**config.mk**
```make
export PLATFORM = sky130hd
export DESIGN_NAME = friscv_icache_line_loader_flat
export DESIGN_NICKNAME = d
export VERILOG_FILES = /design/src/rtl/friscv_icache_pkg.sv /design/src/rtl/friscv_icache_line_loader_if.sv /design/src/rtl/friscv_icache_line_asm.sv /design/src/rtl/friscv_icache_line_loader.sv /design/src/flat_wrapper.sv
export SDC_FILE = /design/constraint.sdc
export NUM_CORES = 1
export LEC_CHECK = 0
export BUFFER_PORTS_ARGS = -buffer_cell sky130_fd_sc_hd__buf_4
export CAP_MARGIN = 0
export CELL_PAD_IN_SITES_DETAIL_PLACEMENT = 0
export CELL_PAD_IN_SITES_GLOBAL_PLACEMENT = 1
export CORE_MARGIN = 3
export CORE_UTILIZATION = 33
export DETAILED_ROUTE_END_ITERATION = 7
export PLACE_DENSITY_LB_ADDON = 0.1
export SLEW_MARGIN = 5
export SYNTH_ARGS = -nofsm -noshare
export SYNTH_HDL_FRONTEND = slang
export SYNTH_SLANG_ARGS = --single-unit
```
**constraint.sdc**
```tcl
create_clock -name aclk -period 2.1 [get_ports aclk]
set_input_delay 0.21 -clock aclk [delete_from_list [all_inputs] [get_ports aclk]]
set_output_delay 0.21 -clock aclk [all_outputs]
set_load 0.01 [all_outputs]
```
**src/rtl/friscv_icache_pkg.sv**
```systemverilog
// Shared types and AXI constants for the instruction-cache line loader.
package friscv_icache_pkg;

   typedef enum logic [1:0] {
      IDLE  = 2'd0,
      ADDR  = 2'd1,
      DATA  = 2'd2,
      WRITE = 2'd3
   } loader_fsm_t;

   localparam logic [1:0] AXI_BURST_INCR = 2'b01;
   localparam logic [1:0] AXI_RESP_OKAY  = 2'b00;

endpackage

```
**src/rtl/friscv_icache_line_loader_if.sv**
```systemverilog
// Bundle of the fetcher miss request, AXI4 read channels and cache write port.
// Handshakes: a transfer happens on a rising edge where valid and ready are
// both 1; the sender holds valid and payload stable until that edge, and
// ready may change freely.
// Modport master is the line loader, slave is its environment.
interface friscv_icache_line_loader_if #(
   parameter int AXI_ADDR_W    = 32,
   parameter int AXI_ID_W      = 8,
   parameter int AXI_DATA_W    = 32,
   parameter int CACHE_BLOCK_W = 128
);
   logic                     memctrl_arvalid;
   logic                     memctrl_arready;
   logic [AXI_ADDR_W-1:0]    memctrl_araddr;
   logic [2:0]               memctrl_arprot;
   logic [AXI_ID_W-1:0]      memctrl_arid;
   logic                     mem_arvalid;
   logic                     mem_arready;
   logic [AXI_ADDR_W-1:0]    mem_araddr;
   logic [7:0]               mem_arlen;
   logic [2:0]               mem_arsize;
   logic [1:0]               mem_arburst;
   logic [2:0]               mem_arprot;
   logic [AXI_ID_W-1:0]      mem_arid;
   logic                     mem_rvalid;
   logic                     mem_rready;
   logic [AXI_ID_W-1:0]      mem_rid;
   logic [1:0]               mem_rresp;
   logic [AXI_DATA_W-1:0]    mem_rdata;
   logic                     mem_rlast;
   logic                     cache_wen;
   logic [AXI_ADDR_W-1:0]    cache_waddr;
   logic [CACHE_BLOCK_W-1:0] cache_wdata;
   logic                     cache_writing;
   logic                     load_err;

   modport master (
      input  memctrl_arvalid, memctrl_araddr, memctrl_arprot, memctrl_arid,
      output memctrl_arready,
      output mem_arvalid, mem_araddr, mem_arlen, mem_arsize, mem_arburst,
      output mem_arprot, mem_arid,
      input  mem_arready,
      input  mem_rvalid, mem_rid, mem_rresp, mem_rdata, mem_rlast,
      output mem_rready,
      output cache_wen, cache_waddr, cache_wdata, cache_writing, load_err
   );

   modport slave (
      output memctrl_arvalid, memctrl_araddr, memctrl_arprot, memctrl_arid,
      input  memctrl_arready,
      input  mem_arvalid, mem_araddr, mem_arlen, mem_arsize, mem_arburst,
      input  mem_arprot, mem_arid,
      output mem_arready,
      output mem_rvalid, mem_rid, mem_rresp, mem_rdata, mem_rlast,
      input  mem_rready,
      input  cache_wen, cache_waddr, cache_wdata, cache_writing, load_err
   );

endinterface

```
**src/rtl/friscv_icache_line_asm.sv**
```systemverilog
// Beat counter and shift-in line register: each beat enters at the top and
// the line shifts down, so after BEATS beats beat k sits at k*AXI_DATA_W.
module friscv_icache_line_asm #(
   parameter int AXI_DATA_W    = 32,
   parameter int CACHE_BLOCK_W = 128
) (
   input  logic                     clk_i,
   input  logic                     srst_i,
   input  logic                     clr_i,
   input  logic                     beat_i,
   input  logic [AXI_DATA_W-1:0]    data_i,
   output logic [CACHE_BLOCK_W-1:0] line_o,
   output logic                     last_o
);
   localparam int BEATS = CACHE_BLOCK_W / AXI_DATA_W;
   localparam int CNT_W = (BEATS > 1) ? $clog2(BEATS) : 1;
   localparam logic [CNT_W-1:0] LAST_CNT = CNT_W'(BEATS - 1);

   logic [CNT_W-1:0]         cnt_q;
   logic [CACHE_BLOCK_W-1:0] line_q;
   logic [CACHE_BLOCK_W-1:0] line_d;

   generate
      if (BEATS == 1) begin : g_single
         assign line_d = data_i;
      end else begin : g_shift
         assign line_d = {data_i, line_q[CACHE_BLOCK_W-1:AXI_DATA_W]};
      end
   endgenerate

   // Count accepted beats; restart on each new request.
   always_ff @(posedge clk_i) begin
      if (srst_i) begin
         cnt_q <= '0;
      end else if (clr_i) begin
         cnt_q <= '0;
      end else if (beat_i) begin
         cnt_q <= cnt_q + 1'b1;
      end
   end

   // Shift beats in; the line is held untouched between bursts.
   always_ff @(posedge clk_i) begin
      if (srst_i) begin
         line_q <= '0;
      end else if (beat_i) begin
         line_q <= line_d;
      end
   end

   assign line_o = line_q;
   assign last_o = (cnt_q == LAST_CNT);

endmodule

```
**src/rtl/friscv_icache_line_loader.sv**
```systemverilog
// Instruction-cache line loader: takes one fetcher miss, reads the whole line
// with a single AXI4 INCR burst, then writes it into the cache and pulses
// cache_writing. Optional macro FRISCV_ICACHE_RCHECK_EN adds rlast/rid
// checking of the returned beats.
module friscv_icache_line_loader
   import friscv_icache_pkg::*;
#(
   parameter int AXI_ADDR_W    = 32,
   parameter int AXI_ID_W      = 8,
   parameter int AXI_DATA_W    = 32,
   parameter int CACHE_BLOCK_W = 128
) (
   input  logic                        aclk,
   input  logic                        srst,
   friscv_icache_line_loader_if.master bus,
   output loader_fsm_t                 dbg_state_o
);
   localparam int                    BEATS     = CACHE_BLOCK_W / AXI_DATA_W;
   localparam logic [7:0]            AR_LEN    = 8'(BEATS - 1);
   localparam logic [2:0]            AR_SIZE   = 3'($clog2(AXI_DATA_W / 8));
   localparam logic [AXI_ADDR_W-1:0] LINE_MASK = ~AXI_ADDR_W'(CACHE_BLOCK_W / 8 - 1);

   loader_fsm_t           state_q;
   logic                  req_arready_q;
   logic                  arvalid_q;
   logic                  rready_q;
   logic                  wen_q;
   logic                  writing_q;
   logic                  load_err_q;
   logic                  err_q;
   logic [AXI_ADDR_W-1:0] araddr_q;
   logic [AXI_ADDR_W-1:0] waddr_q;
   logic [7:0]            arlen_q;
   logic [2:0]            arsize_q;
   logic [1:0]            arburst_q;
   logic [2:0]            arprot_q;
   logic [AXI_ID_W-1:0]   arid_q;

   logic req_accept;
   logic beat_en;
   logic last_beat;
   logic beat_err;
   logic err_d;

   assign req_accept = (state_q == IDLE) && bus.memctrl_arvalid;
   assign beat_en    = rready_q && bus.mem_rvalid;
   assign err_d      = err_q | beat_err;

   // Per-beat error: bad response, plus framing/ID checks when enabled.
   always_comb begin
      beat_err = (bus.mem_rresp != AXI_RESP_OKAY);
`ifdef FRISCV_ICACHE_RCHECK_EN
      beat_err = beat_err | (bus.mem_rlast != last_beat) | (bus.mem_rid != arid_q);
`endif
   end

`ifndef FRISCV_ICACHE_RCHECK_EN
   logic unused_rchk;
   assign unused_rchk = ^{bus.mem_rlast, bus.mem_rid};
`endif

   friscv_icache_line_asm #(
      .AXI_DATA_W    (AXI_DATA_W),
      .CACHE_BLOCK_W (CACHE_BLOCK_W)
   ) u_line_asm (
      .clk_i  (aclk),
      .srst_i (srst),
      .clr_i  (req_accept),
      .beat_i (beat_en),
      .data_i (bus.mem_rdata),
      .line_o (bus.cache_wdata),
      .last_o (last_beat)
   );

   // Sequencer: every output is a register updated on the state transition
   // that enters the state where it must be seen. The request ready reads 1
   // out of reset because the FSM itself comes up idle.
   always_ff @(posedge aclk) begin
      if (srst) begin
         state_q       <= IDLE;
         req_arready_q <= 1'b1;
         arvalid_q     <= 1'b0;
         rready_q      <= 1'b0;
         wen_q         <= 1'b0;
         writing_q     <= 1'b0;
         load_err_q    <= 1'b0;
         err_q         <= 1'b0;
         araddr_q      <= '0;
         waddr_q       <= '0;
         arlen_q       <= '0;
         arsize_q      <= '0;
         arburst_q     <= '0;
         arprot_q      <= '0;
         arid_q        <= '0;
      end else begin
         wen_q      <= 1'b0;
         writing_q  <= 1'b0;
         load_err_q <= 1'b0;
         case (state_q)
            IDLE: begin
               if (bus.memctrl_arvalid) begin
                  araddr_q      <= bus.memctrl_araddr & LINE_MASK;
                  arprot_q      <= bus.memctrl_arprot;
                  arid_q        <= bus.memctrl_arid;
                  arlen_q       <= AR_LEN;
                  arsize_q      <= AR_SIZE;
                  arburst_q     <= AXI_BURST_INCR;
                  err_q         <= 1'b0;
                  req_arready_q <= 1'b0;
                  arvalid_q     <= 1'b1;
                  state_q       <= ADDR;
               end
            end
            ADDR: begin
               if (bus.mem_arready) begin
                  arvalid_q <= 1'b0;
                  rready_q  <= 1'b1;
                  state_q   <= DATA;
               end
            end
            DATA: begin
               if (beat_en) begin
                  err_q <= err_d;
                  if (last_beat) begin
                     rready_q   <= 1'b0;
                     writing_q  <= 1'b1;
                     wen_q      <= ~err_d;
                     load_err_q <= err_d;
                     waddr_q    <= araddr_q;
                     state_q    <= WRITE;
                  end
               end
            end
            WRITE: begin
               req_arready_q <= 1'b1;
               state_q       <= IDLE;
            end
            default: state_q <= IDLE;
         endcase
      end
   end

   assign bus.memctrl_arready = req_arready_q;
   assign bus.mem_arvalid     = arvalid_q;
   assign bus.mem_araddr      = araddr_q;
   assign bus.mem_arlen       = arlen_q;
   assign bus.mem_arsize      = arsize_q;
   assign bus.mem_arburst     = arburst_q;
   assign bus.mem_arprot      = arprot_q;
   assign bus.mem_arid        = arid_q;
   assign bus.mem_rready      = rready_q;
   assign bus.cache_wen       = wen_q;
   assign bus.cache_waddr     = waddr_q;
   assign bus.cache_writing   = writing_q;
   assign bus.load_err        = load_err_q;
   assign dbg_state_o         = state_q;

endmodule
```
**src/flat_wrapper.sv**
```systemverilog
// flat-port wrapper written by rule: the top's interface ports become plain ports
module friscv_icache_line_loader_flat import friscv_icache_pkg::*;
#(
   parameter int AXI_ADDR_W    = 32,
   parameter int AXI_ID_W      = 8,
   parameter int AXI_DATA_W    = 32,
   parameter int CACHE_BLOCK_W = 128
)
  (aclk, srst, dbg_state_o, bus_memctrl_arvalid, bus_memctrl_araddr, bus_memctrl_arprot, bus_memctrl_arid, bus_memctrl_arready, bus_mem_arvalid, bus_mem_araddr, bus_mem_arlen, bus_mem_arsize, bus_mem_arburst, bus_mem_arprot, bus_mem_arid, bus_mem_arready, bus_mem_rvalid, bus_mem_rid, bus_mem_rresp, bus_mem_rdata, bus_mem_rlast, bus_mem_rready, bus_cache_wen, bus_cache_waddr, bus_cache_wdata, bus_cache_writing, bus_load_err);
  friscv_icache_line_loader_if #(.AXI_ADDR_W(AXI_ADDR_W), .AXI_ID_W(AXI_ID_W), .AXI_DATA_W(AXI_DATA_W), .CACHE_BLOCK_W(CACHE_BLOCK_W)) bus_i ();
  input  logic aclk;
  input  logic srst;
  output loader_fsm_t dbg_state_o;
  input wire logic [$bits(bus_i.memctrl_arvalid)-1:0] bus_memctrl_arvalid;
  input wire logic [$bits(bus_i.memctrl_araddr)-1:0] bus_memctrl_araddr;
  input wire logic [$bits(bus_i.memctrl_arprot)-1:0] bus_memctrl_arprot;
  input wire logic [$bits(bus_i.memctrl_arid)-1:0] bus_memctrl_arid;
  output wire logic [$bits(bus_i.memctrl_arready)-1:0] bus_memctrl_arready;
  output wire logic [$bits(bus_i.mem_arvalid)-1:0] bus_mem_arvalid;
  output wire logic [$bits(bus_i.mem_araddr)-1:0] bus_mem_araddr;
  output wire logic [$bits(bus_i.mem_arlen)-1:0] bus_mem_arlen;
  output wire logic [$bits(bus_i.mem_arsize)-1:0] bus_mem_arsize;
  output wire logic [$bits(bus_i.mem_arburst)-1:0] bus_mem_arburst;
  output wire logic [$bits(bus_i.mem_arprot)-1:0] bus_mem_arprot;
  output wire logic [$bits(bus_i.mem_arid)-1:0] bus_mem_arid;
  input wire logic [$bits(bus_i.mem_arready)-1:0] bus_mem_arready;
  input wire logic [$bits(bus_i.mem_rvalid)-1:0] bus_mem_rvalid;
  input wire logic [$bits(bus_i.mem_rid)-1:0] bus_mem_rid;
  input wire logic [$bits(bus_i.mem_rresp)-1:0] bus_mem_rresp;
  input wire logic [$bits(bus_i.mem_rdata)-1:0] bus_mem_rdata;
  input wire logic [$bits(bus_i.mem_rlast)-1:0] bus_mem_rlast;
  output wire logic [$bits(bus_i.mem_rready)-1:0] bus_mem_rready;
  output wire logic [$bits(bus_i.cache_wen)-1:0] bus_cache_wen;
  output wire logic [$bits(bus_i.cache_waddr)-1:0] bus_cache_waddr;
  output wire logic [$bits(bus_i.cache_wdata)-1:0] bus_cache_wdata;
  output wire logic [$bits(bus_i.cache_writing)-1:0] bus_cache_writing;
  output wire logic [$bits(bus_i.load_err)-1:0] bus_load_err;
  assign bus_i.memctrl_arvalid = bus_memctrl_arvalid;
  assign bus_i.memctrl_araddr = bus_memctrl_araddr;
  assign bus_i.memctrl_arprot = bus_memctrl_arprot;
  assign bus_i.memctrl_arid = bus_memctrl_arid;
  assign bus_memctrl_arready = bus_i.memctrl_arready;
  assign bus_mem_arvalid = bus_i.mem_arvalid;
  assign bus_mem_araddr = bus_i.mem_araddr;
  assign bus_mem_arlen = bus_i.mem_arlen;
  assign bus_mem_arsize = bus_i.mem_arsize;
  assign bus_mem_arburst = bus_i.mem_arburst;
  assign bus_mem_arprot = bus_i.mem_arprot;
  assign bus_mem_arid = bus_i.mem_arid;
  assign bus_i.mem_arready = bus_mem_arready;
  assign bus_i.mem_rvalid = bus_mem_rvalid;
  assign bus_i.mem_rid = bus_mem_rid;
  assign bus_i.mem_rresp = bus_mem_rresp;
  assign bus_i.mem_rdata = bus_mem_rdata;
  assign bus_i.mem_rlast = bus_mem_rlast;
  assign bus_mem_rready = bus_i.mem_rready;
  assign bus_cache_wen = bus_i.cache_wen;
  assign bus_cache_waddr = bus_i.cache_waddr;
  assign bus_cache_wdata = bus_i.cache_wdata;
  assign bus_cache_writing = bus_i.cache_writing;
  assign bus_load_err = bus_i.load_err;
  friscv_icache_line_loader #(.AXI_ADDR_W(AXI_ADDR_W), .AXI_ID_W(AXI_ID_W), .AXI_DATA_W(AXI_DATA_W), .CACHE_BLOCK_W(CACHE_BLOCK_W)) u_core (.aclk(aclk), .srst(srst), .bus(bus_i), .dbg_state_o(dbg_state_o));
endmodule
```
# --- Yosys cells after proc, flatten, opt, wreduce, memory -nomap -nowiden ---
# Index checks and enable logic that the tools add are counted.
op_classes:
  add_sub_neg: 1
  n_eq_ne: 8
  muxes: 17
  bitwise_logic: 5
  n_reduce_logical: 18
ops:
  columns: ["operator", "count"]
  rows:
  - ["$reduce_bool A2 Y1", 5]
  - ["$reduce_and A3 Y1", 3]
  - ["$mux W1", 8]
  - ["$mux W2", 4]
  - ["$pmux W1 S2", 4]
  - ["$pmux W2 S4", 1]
  - ["$reduce_and A4 Y1", 2]
  - ["$eq A2 B2 Y1 const B", 3]
  - ["$ne A2 B1 Y1 const B", 2]
  - ["$ne A2 B2 Y1 const B", 2]
  - ["$not A1 Y1", 4]
  - ["$reduce_and A2 Y1", 2]
  - ["$reduce_or A4 Y1", 1]
  - ["$reduce_or A3 Y1", 1]
  - ["$add A2 B1 Y2 const B", 1]
  - ["$eq A2 B1 Y1 const B", 1]
  - ["$logic_and A1 B1 Y1", 2]
  - ["$logic_not A2 Y1", 1]
  - ["$reduce_or A2 Y1", 1]
  - ["$or A1 B1 Y1", 1]
totals:
  regBits: 208
  inputBits: 91
  output_inout_bits: 224
  wordCells: 65

# --- Depth between registers and ports, before layout ---
# Gate-level depths: netlist of the first run.
depth:
  ltp_word: 4
  ltp_mapped: 7
  ltp_nobuf: 5

# --- Cells and area by module ---
# Synthesis of the first run repeated with hierarchy kept, for this count alone.
unflattened:
  cells_unflattened: 791
  hier_area_um2: 7762.4
by_module_without_submodules:
  columns: ["mod", "instances", "cells_per_inst", "area_each_um2", "seq_area_each_um2"]
  rows:
  - ["friscv_icache_line_asm", 1, 420, 4713.3, 2602.5]
  - ["friscv_icache_line_loader", 1, 371, 3049.2, 1541.5]

# --- Worst setup path before layout of the first run ---
# OpenSTA, ideal clock, no wires.
synth_timing:
  path_type: "register to register"
  from: "reg u_core.state_q[0], in the netlist u_core.dbg_state_o[0]"
  to: "reg u_core.state_q[0], in the netlist u_core.dbg_state_o[0]"
  setup_time_ns: 0.086
  arrival_ns: 1.595
  t_required_ns: 2.014
  path_slack_ns: 0.418
  path_stages_with_launch: 6
  n_path_buf: 0
  synth_period_minus_slack_ns: 1.682
  cell_sequence: "dfxtp_1 -> inv_1 -> ha_1 -> nor2b_1 -> a2111o_1 -> a221oi_2"
synth_via:
  elab_chain_cells: 3
  word_cells_on_any_way: 10
  classes_between: "7 x eq/ne; 1 x mux; 2 x reduce/logical"
synth_lines:
  columns: ["element", "line", "rtl"]
  rows:
  - ["from (decl)", "friscv_icache_line_loader.sv:23", "loader_fsm_t state_q;"]
  - ["from (signal assigned)", "friscv_icache_line_loader.sv:80", "state_q <= IDLE;"]
  - ["from (signal assigned)", "friscv_icache_line_loader.sv:111", "state_q <= ADDR;"]
  - ["from (signal assigned)", "friscv_icache_line_loader.sv:118", "state_q <= DATA;"]
  - ["$eq A2 B2 Y1, or another cell as far along", "friscv_icache_line_loader.sv:99", "case (state_q)"]
  - ["$ne A2 B1 Y1 (no source line) or $ne A2 B2 Y1 (tied branches)", null, null]
  - ["$reduce_and A4 Y1 (no source line)", null, null]
# Several ways; a longest one is shown, not always the timed one.
# A chain may end at the register's enable or synchronous reset.

# --- Final worst setup path of the first run ---
# Ends and elaborated chain as after synthesis.

==> impl_metrics.toml, run 1 <==
[status]
status = "finished, final reports clean"

[yosys]
synth_async_sr_flop_share = 0
synth_cell_types = 28
netlist_area_um2 = 7433
postSynthRegisterBits = 207
portion_of_the_post_synthesis_area_used_by_sequential_elements = 0.5575
synth_area_per_cell_um2 = 7.950
synthCells = 935
synth_enable_flop_cells = 0
top_flip_flop_cell_by_instance_count_after_synthesis = "sky130_fd_sc_hd__dfxtp_1"
ys_warn_count = 0

[pwr]
power.share.switching = 0.2776
power_per_cell_area_nw_per_um2 = 919.9
power.switching_mw = 2.867
power.sequential.fraction = 0.422
combinationalPowerShare = 0.192
static-leakage-power_nw = 4.626
clock_power_share = 0.387
internal_power_mw = 7.461
maximum_vdd_ir_drop_mv = 0.4964

[timing]
final_clock_period_utilization_by_the_worst_path = 0.8345
final.setup.tns_ps = 0
period_minus_slack_ps = 1752
final_hold_viol_count = 0
holdWs_ps = 88.96
setup_viol = 0
worst-slew-pin-transition_ps = 600.1
fmaxAchievable_ghz = 0.5706
rsz0062_at_grt = "no"
drv_slew = 0
max-slew-margin-rel = 0.6000
fin_skew_ps = 4.970

[cells_and_area]
fin_nets = 1358
final_layout_size_suffix_gt1_frac = 0.2635
flow.area_growth_from_synthesis_pct = 51.03
postLayoutCoreUtil = 0.5113
finish.instance_area_um2 = 11230
antenna_cells = 0

[grt]
globalRouteOverflowTotal = 0
via_count_of_the_first_global_routing_pass = 6637
grt_antenna_before_repair = 0
pin_count_of_the_biggest_net_entering_global_routing = 129
global_route.usage.total = 0.1738
wire_length_of_the_first_global_routing_pass_mm = 35.27

[floorplan]
die_height_um = 156.1
std_cell_rows = 54
fp.dieArea_um2 = 24360
fp.coreArea_um2 = 21960
initial_core_util = 0.3385
io-pin-count = 315
dieWidth_um = 156.1

[critical_path]
worst-endpoint-arrival_ps = 2170
buffers_and_inverters_on_the_worst_path = 1
crit_path_leading_delay_family = "compound AO/OA/AOI/OAI gates"
timing.critical_path.required_ps = 2510
worst_path_max_delay_cell = "sky130_fd_sc_hd__a2111o_1"
worstPathCellList = "inv_1 -> ha_1 -> nor2b_1 -> a2111o_1 -> a221oi_2"
path_max_fanout = 5
timing.critical_path.from_type = "flop"
max_stage_delay_ps = 440
crit_path_end_kind = "flop"
worst-setup-path-type = "flop to flop"
reg2reg_setup_slack_ps = 350

[placement]
quantity_of_i_o_buffers_inserted_on_ports = 284
final_weighted_congestion_in_routability_driven_placement = 0.7593
placedInstanceArea_um2 = 9737
hpwlAfterDp_mm = 14.59

[routing]
drt_pre_antenna_iters = 4
first_drt_iteration_drcs = 386
drt-vias-per-instance = 4.507
drc = 0
routed_wl_mm = 22.54
route.detailed.wl_per_inst_um = 14.49
detail-route-antenna-nets = 0
vias = 7009

[clocking]
cts_num_sinks = 207
cts_made_buffers = 24
cts.htree.levels = 1
clock_insertion_delay_worst_skew_ps = 500
ctsLongestPathBuffers = 3
post-cts-setup-buffers = 0
clk_pin_slew_worst_setup_hold_paths_ps = 50
cts-root-buf = "sky130_fd_sc_hd__clkbuf_16"
clock_tree_from_tritoncts = "built"

[worst_hold_path]
hold_class = "primary input to flop"

[job]
drv.max_cap_violation_count = 0
per-stage QoR:
| step | power (mW) | std cells | worst slack, ps |
|---|---|---|---|
| after floorplan | 5.532 | 951 | 418.3 |
| after global placement | 6.333 | 1441 | 382.6 |
| after detailed placement | 6.338 | 1441 | 332.0 |
| after CTS | 10.52 | 1555 | 314.9 |
| after global routing | 10.88 | 1555 | 223.9 |
| final | 10.33 | 1555 | 347.5 |
cell usage in the layout (no fill, tap or decap), types with 2 or more instances in the layout:
master,n
sky130_fd_sc_hd__nor2b_1,4
sky130_fd_sc_hd__nand2_1,393
sky130_fd_sc_hd__o21bai_1,2
sky130_fd_sc_hd__conb_1,17
sky130_fd_sc_hd__buf_4,287
sky130_fd_sc_hd__nor2_1,6
sky130_fd_sc_hd__buf_12,9
sky130_fd_sc_hd__ha_1,7
sky130_fd_sc_hd__mux2i_1,2
sky130_fd_sc_hd__clkbuf_16,25
sky130_fd_sc_hd__a2111o_1,2
sky130_fd_sc_hd__nor3_1,5
sky130_fd_sc_hd__dlygate4sd3_1,73
sky130_fd_sc_hd__clkbuf_8,4
sky130_fd_sc_hd__inv_1,5
sky130_fd_sc_hd__a21oi_1,197
sky130_fd_sc_hd__clkbuf_1,5
sky130_fd_sc_hd__dfxtp_1,207
sky130_fd_sc_hd__clkinv_2,6
sky130_fd_sc_hd__a211oi_1,3
sky130_fd_sc_hd__nand2b_1,3
what timing repair did:
| item | in CTS | in global routing |
|---|---|---|
| hold endpoints to repair | 72 | 0 |
| resized for setup | 0 | 0 |
| hold buffers | 73 | 0 |
sequential cells by signal, indices dropped and copies added, names as in the netlist:
name,cells
u_core.bus.cache_waddr,28
u_core.bus.cache_wen,1
u_core.bus.cache_writing,1
u_core.bus.load_err,1
u_core.bus.mem_araddr,28
u_core.bus.mem_arid,8
u_core.bus.mem_arlen,1
u_core.bus.mem_arprot,3
u_core.bus.mem_arvalid,1
u_core.bus.mem_rready,1
u_core.bus.memctrl_arready,1
u_core.dbg_state_o,2
u_core.err_q,1
u_core.u_line_asm.cnt_q,2
u_core.u_line_asm.line_o,128
metal layers:
layer	part of all wire	GRT usage
met4	0.026	0.05383
met3	0.084	0.05298
met1	0.45	0.2287
met2	0.44	0.2748
met5	0	0
worst paths after layout:
kind,end,depth (start not counted),start
setup / recovery,u_core.dbg_state_o[0]$_SDFFE_PP0P_,5,u_core.dbg_state_o[0]$_SDFFE_PP0P_
hold / removal,u_core.bus.mem_rready$_SDFFE_PP0P_,4,bus_mem_arready
setup reg to reg,u_core.dbg_state_o[0]$_SDFFE_PP0P_,5,u_core.dbg_state_o[0]$_SDFFE_PP0P_
hold reg to reg,u_core.u_line_asm.line_o[5]$_SDFFE_PP0P_,2,u_core.u_line_asm.line_o[5]$_SDFFE_PP0P_
logic make-up after synthesis:
kind of cell             share of synthesized area
flip-flops                                  0.5575
XOR/XNOR                                  0.001178
other                                    0.0005045
AO/OA/AOI/OAI                               0.1466
buffers and inverters                      0.06447
multiplexers                              0.002693
adder cells (fa/ha/maj)                    0.01178
AND/OR/NAND/NOR                             0.2153
worst register-to-register path, delay by kind of cell (launching register included):
family / cells / cell delay, ps
buffers and inverters: 1 / 110
AOI/OAI and AO/OA: 2 / 710
and+or+nand+nor: 1 / 190
adders and majority gates: 1 / 260
DFF: 1 / 390
area by class of cell:
| cell class | instances | area [um^2] |
|---|---|---|
| fillers | 2233 | 10730 |
| flip-flops and latches | 207 | 4144 |
| repair buffers | 370 | 3077 |
| multi-input cells | 652 | 2878 |
| clock buffers | 34 | 699.4 |
| well taps | 280 | 350.3 |
| clock inverters | 7 | 60.06 |
| inverters | 5 | 18.77 |
synthesized netlist by cell type, types with 2 or more instances:
master | instances | share of area
sky130_fd_sc_hd__nand2_1 | 393 | 0.20
sky130_fd_sc_hd__dfxtp_1 | 207 | 0.56
sky130_fd_sc_hd__a21oi_1 | 197 | 0.13
sky130_fd_sc_hd__clkbuf_1 | 37 | 0.019
sky130_fd_sc_hd__buf_4 | 30 | 0.030
sky130_fd_sc_hd__buf_2 | 17 | 0.011
sky130_fd_sc_hd__ha_1 | 7 | 0.012
sky130_fd_sc_hd__nor2_1 | 6 | 0.0030
sky130_fd_sc_hd__inv_1 | 5 | 0.0025
sky130_fd_sc_hd__nor3_1 | 5 | 0.0034
sky130_fd_sc_hd__nor2b_1 | 4 | 0.0034
sky130_fd_sc_hd__a211oi_1 | 3 | 0.0030
sky130_fd_sc_hd__buf_1 | 3 | 0.0015
sky130_fd_sc_hd__nand2b_1 | 3 | 0.0025
sky130_fd_sc_hd__a2111o_1 | 2 | 0.0030
sky130_fd_sc_hd__and2_1 | 2 | 0.0017
sky130_fd_sc_hd__mux2i_1 | 2 | 0.0027
sky130_fd_sc_hd__o21bai_1 | 2 | 0.0020
power by group through the flow:
stage / Combinational (mW) / Clock, mW / Sequential (mW)
finish: 1.98 / 3.99 / 4.36
global route: 2.20 / 4.29 / 4.39
CTS: 2.02 / 4.14 / 4.36
detailed placement: 1.90 / 0 / 4.44
global placement: 1.90 / 0 / 4.43
floorplan: 1.02 / 0 / 4.52
(Power assumes the default switching activity.)
==> run 2, diff against run 1 <==
--- a/config.mk
+++ b/config.mk
@@ -10,7 +10,7 @@
 export CELL_PAD_IN_SITES_DETAIL_PLACEMENT = 0
 export CELL_PAD_IN_SITES_GLOBAL_PLACEMENT = 1
 export CORE_MARGIN = 3
-export CORE_UTILIZATION = 33
+export CORE_UTILIZATION = 30
 export DETAILED_ROUTE_END_ITERATION = 7
 export PLACE_DENSITY_LB_ADDON = 0.1
 export SLEW_MARGIN = 5
==> constraint.sdc (replaced) <==
create_clock -name aclk -period 1.4 [get_ports aclk]
set_input_delay 0.14 -clock aclk [delete_from_list [all_inputs] [get_ports aclk]]
set_output_delay 0.14 -clock aclk [all_outputs]
set_load 0.01 [all_outputs]
==> run 2 against run 1 <==
Effect of this change: the flow now finishes with violations (setup timing); via count up 2.4%; critical path depth unchanged; wire length up 8.8%; flip-flop and latch count unchanged; critical endpoint unchanged; largest cell class unchanged; largest power group unchanged; highest routed layer unchanged.
==> impl_metrics.toml, run 2 (same netlist as run 1, synthesis figures left out) <==
[status]
status = "complete, but fails checks"
violated_checks = "setup timing"

[clocking]
ctsLongestPathBuffers = 3
clk_pin_slew_worst_setup_hold_paths_ps = 60
cts-root-buf = "sky130_fd_sc_hd__clkbuf_16"
clock_insertion_delay_worst_skew_ps = 500
clock_tree_from_tritoncts = "built"
cts_made_buffers = 24
cts_num_sinks = 207
cts.htree.levels = 1

[critical_path]
reg2reg_setup_slack_ps = -60
timing.critical_path.required_ps = 1810
worst-setup-path-type = "flop to flop"
startpoint_of_the_lowest_slack_register_to_register_path = "u_core.dbg_state_o[0]$_SDFFE_PP0P_"
reg2reg_to = "u_core.dbg_state_o[0]$_SDFFE_PP0P_"
path_max_fanout = 4
worst-r2r-cell-count = 5
worst-endpoint-arrival_ps = 1870
timing.critical_path.from_type = "flop"
crit_path_end_kind = "flop"

[cells_and_area]
most_common_cell_after_layout_fill_and_taps_aside = "sky130_fd_sc_hd__nand2_1"
fin_nets = 1386
flow.area_growth_from_synthesis_pct = 61.12
fillerInstances = 2398
largest_register_ff_count = 128
instances_no_fill = 1623
final_layout_size_suffix_gt1_frac = 0.3282
multi_input_logic_area_um2 = 3177
layout.area.seq_um2 = 4153
antenna_cells = 0
layout_common_cells = "sky130_fd_sc_hd__nand2_1, sky130_fd_sc_hd__buf_4, sky130_fd_sc_hd__dfxtp_1"

[floorplan]
initial_core_util = 0.3111
std_cell_rows = 56
fp.dieArea_um2 = 26700
io-pin-count = 315
die_height_um = 163.4
dieWidth_um = 163.4
fp.coreArea_um2 = 23890

[pwr]
maximum_vdd_ir_drop_mv = 0.9057
static-leakage-power_nw = 5.099
totalPowerFinal_mw = 16.45
power_per_cell_area_nw_per_um2 = 1373

[timing]
setup_ws_ps = -59.89
drv_slew = 0
rsz0062_at_grt = "yes"
period_minus_slack_ps = 1460
setup_viol = 12
fmaxAchievable_ghz = 0.6850
final_hold_viol_count = 0
final_clock_period_utilization_by_the_worst_path = 1.043
fin_skew_ps = 6.246

[routing]
drt-vias-per-instance = 4.421
drc = 0
vias = 7176
drt_pre_antenna_iters = 6
detail-route-antenna-nets = 0
routed_wl_mm = 24.52
route.detailed.wl_per_inst_um = 15.11
first_drt_iteration_drcs = 451

[worst_hold_path]
timing.hold.worst_path_depth = 3
hold_path_endpoint = "u_core.bus.load_err$_SDFF_PP0_"
min_from = "bus_mem_rresp[1]"
hold_class = "primary input to flop"

[placement]
final_weighted_congestion_in_routability_driven_placement = 0.8037
pre_cts_ws_ps = -67.82
hpwlAfterDp_mm = 15.94
quantity_of_i_o_buffers_inserted_on_ports = 284
dpl.cell_count = 1500

[grt]
pin_count_of_the_biggest_net_entering_global_routing = 49
via_count_of_the_first_global_routing_pass = 6904
globalRouteOverflowTotal = 0
grt_antenna_before_repair = 0
wire_length_of_the_first_global_routing_pass_mm = 37.10
global_route.usage.total = 0.1690

[job]
drv.max_cap_violation_count = 0
## run 2: cell type report
cell class                      instances  share of cell area
Timing Repair Buffer                  398              0.2874
Clock buffer                           38             0.06383
Sequential cell                       207              0.3467
Clock inverter                          4            0.001672
Multi-Input combinational cell        652              0.2653
Inverter                                5            0.001776
Tap cell                              319             0.03333
## run 2: worst max path at each step
| stage | start | to | slack [ps] | depth (start not counted) |
|---|---|---|---|---|
| 2_1_floorplan | u_core.dbg_state_o[0]$_SDFFE_PP0P_ | u_core.dbg_state_o[0]$_SDFFE_PP0P_ | -20 | 5 |
| 3_3_place_gp | u_core.dbg_state_o[0]$_SDFFE_PP0P_ | u_core.dbg_state_o[0]$_SDFFE_PP0P_ | -40 | 5 |
| 3_5_place_dp | u_core.dbg_state_o[0]$_SDFFE_PP0P_ | u_core.dbg_state_o[0]$_SDFFE_PP0P_ | -70 | 5 |
| 4_1_cts | u_core.dbg_state_o[0]$_SDFFE_PP0P_ | u_core.dbg_state_o[0]$_SDFFE_PP0P_ | -60 | 5 |
| 5_1_grt | u_core.dbg_state_o[0]$_SDFFE_PP0P_ | u_core.dbg_state_o[0]$_SDFFE_PP0P_ | -150 | 5 |
| 6_report | u_core.dbg_state_o[0]$_SDFFE_PP0P_ | u_core.dbg_state_o[0]$_SDFFE_PP0P_ | -60 | 5 |
## run 2: power by group
group | switching, mW | internal, mW
combinational | 1.91 | 1.81
clock | 2.41 | 3.71
sequential | 0.330 | 6.27
## run 2: what timing repair did
item | 4_1_cts | 5_1_grt
setup buffers | 0 | 3
hold endpoints to repair | 72 | 0
setup endpoints to repair | 3 | 89
cloned | 1 | 4
pin swaps | 0 | 34
gates resized for setup | 8 | 66
hold buffers | 73 | 0
## run 2: worst max-delay path, cell delays in order (launching register included)
cell and delay [ps]:
sky130_fd_sc_hd__dfxtp_4 370, sky130_fd_sc_hd__inv_4 50, sky130_fd_sc_hd__ha_4 150, sky130_fd_sc_hd__nor2b_4 120, sky130_fd_sc_hd__a2111o_1 430, sky130_fd_sc_hd__a221oi_2 250
## run 2: routing by layer
metal | vias to the layer above | wire [um] | track usage
li1 | 3675 | - | -
met1 | 3260 | 10430 | 0.2161
met2 | 206 | 11550 | 0.2749
met3 | 35 | 2064 | 0.05706
met4 | 0 | 471 | 0.04268
met5 | - | 0 | 0
## run 2: stage by stage
step	TNS, ps	instance area [um^2]	hold WS [ps]	util
global placement	-56.70	10060	387.4	0.4209
detailed placement	-106.4	10060	394.3	0.4209
global route	-1330	11980	26.77	0.5013
floorplan	-23.91	7538	276.0	-
finish	-107.4	11980	15.23	0.5013
CTS	-74.48	11620	0.4433	0.4865
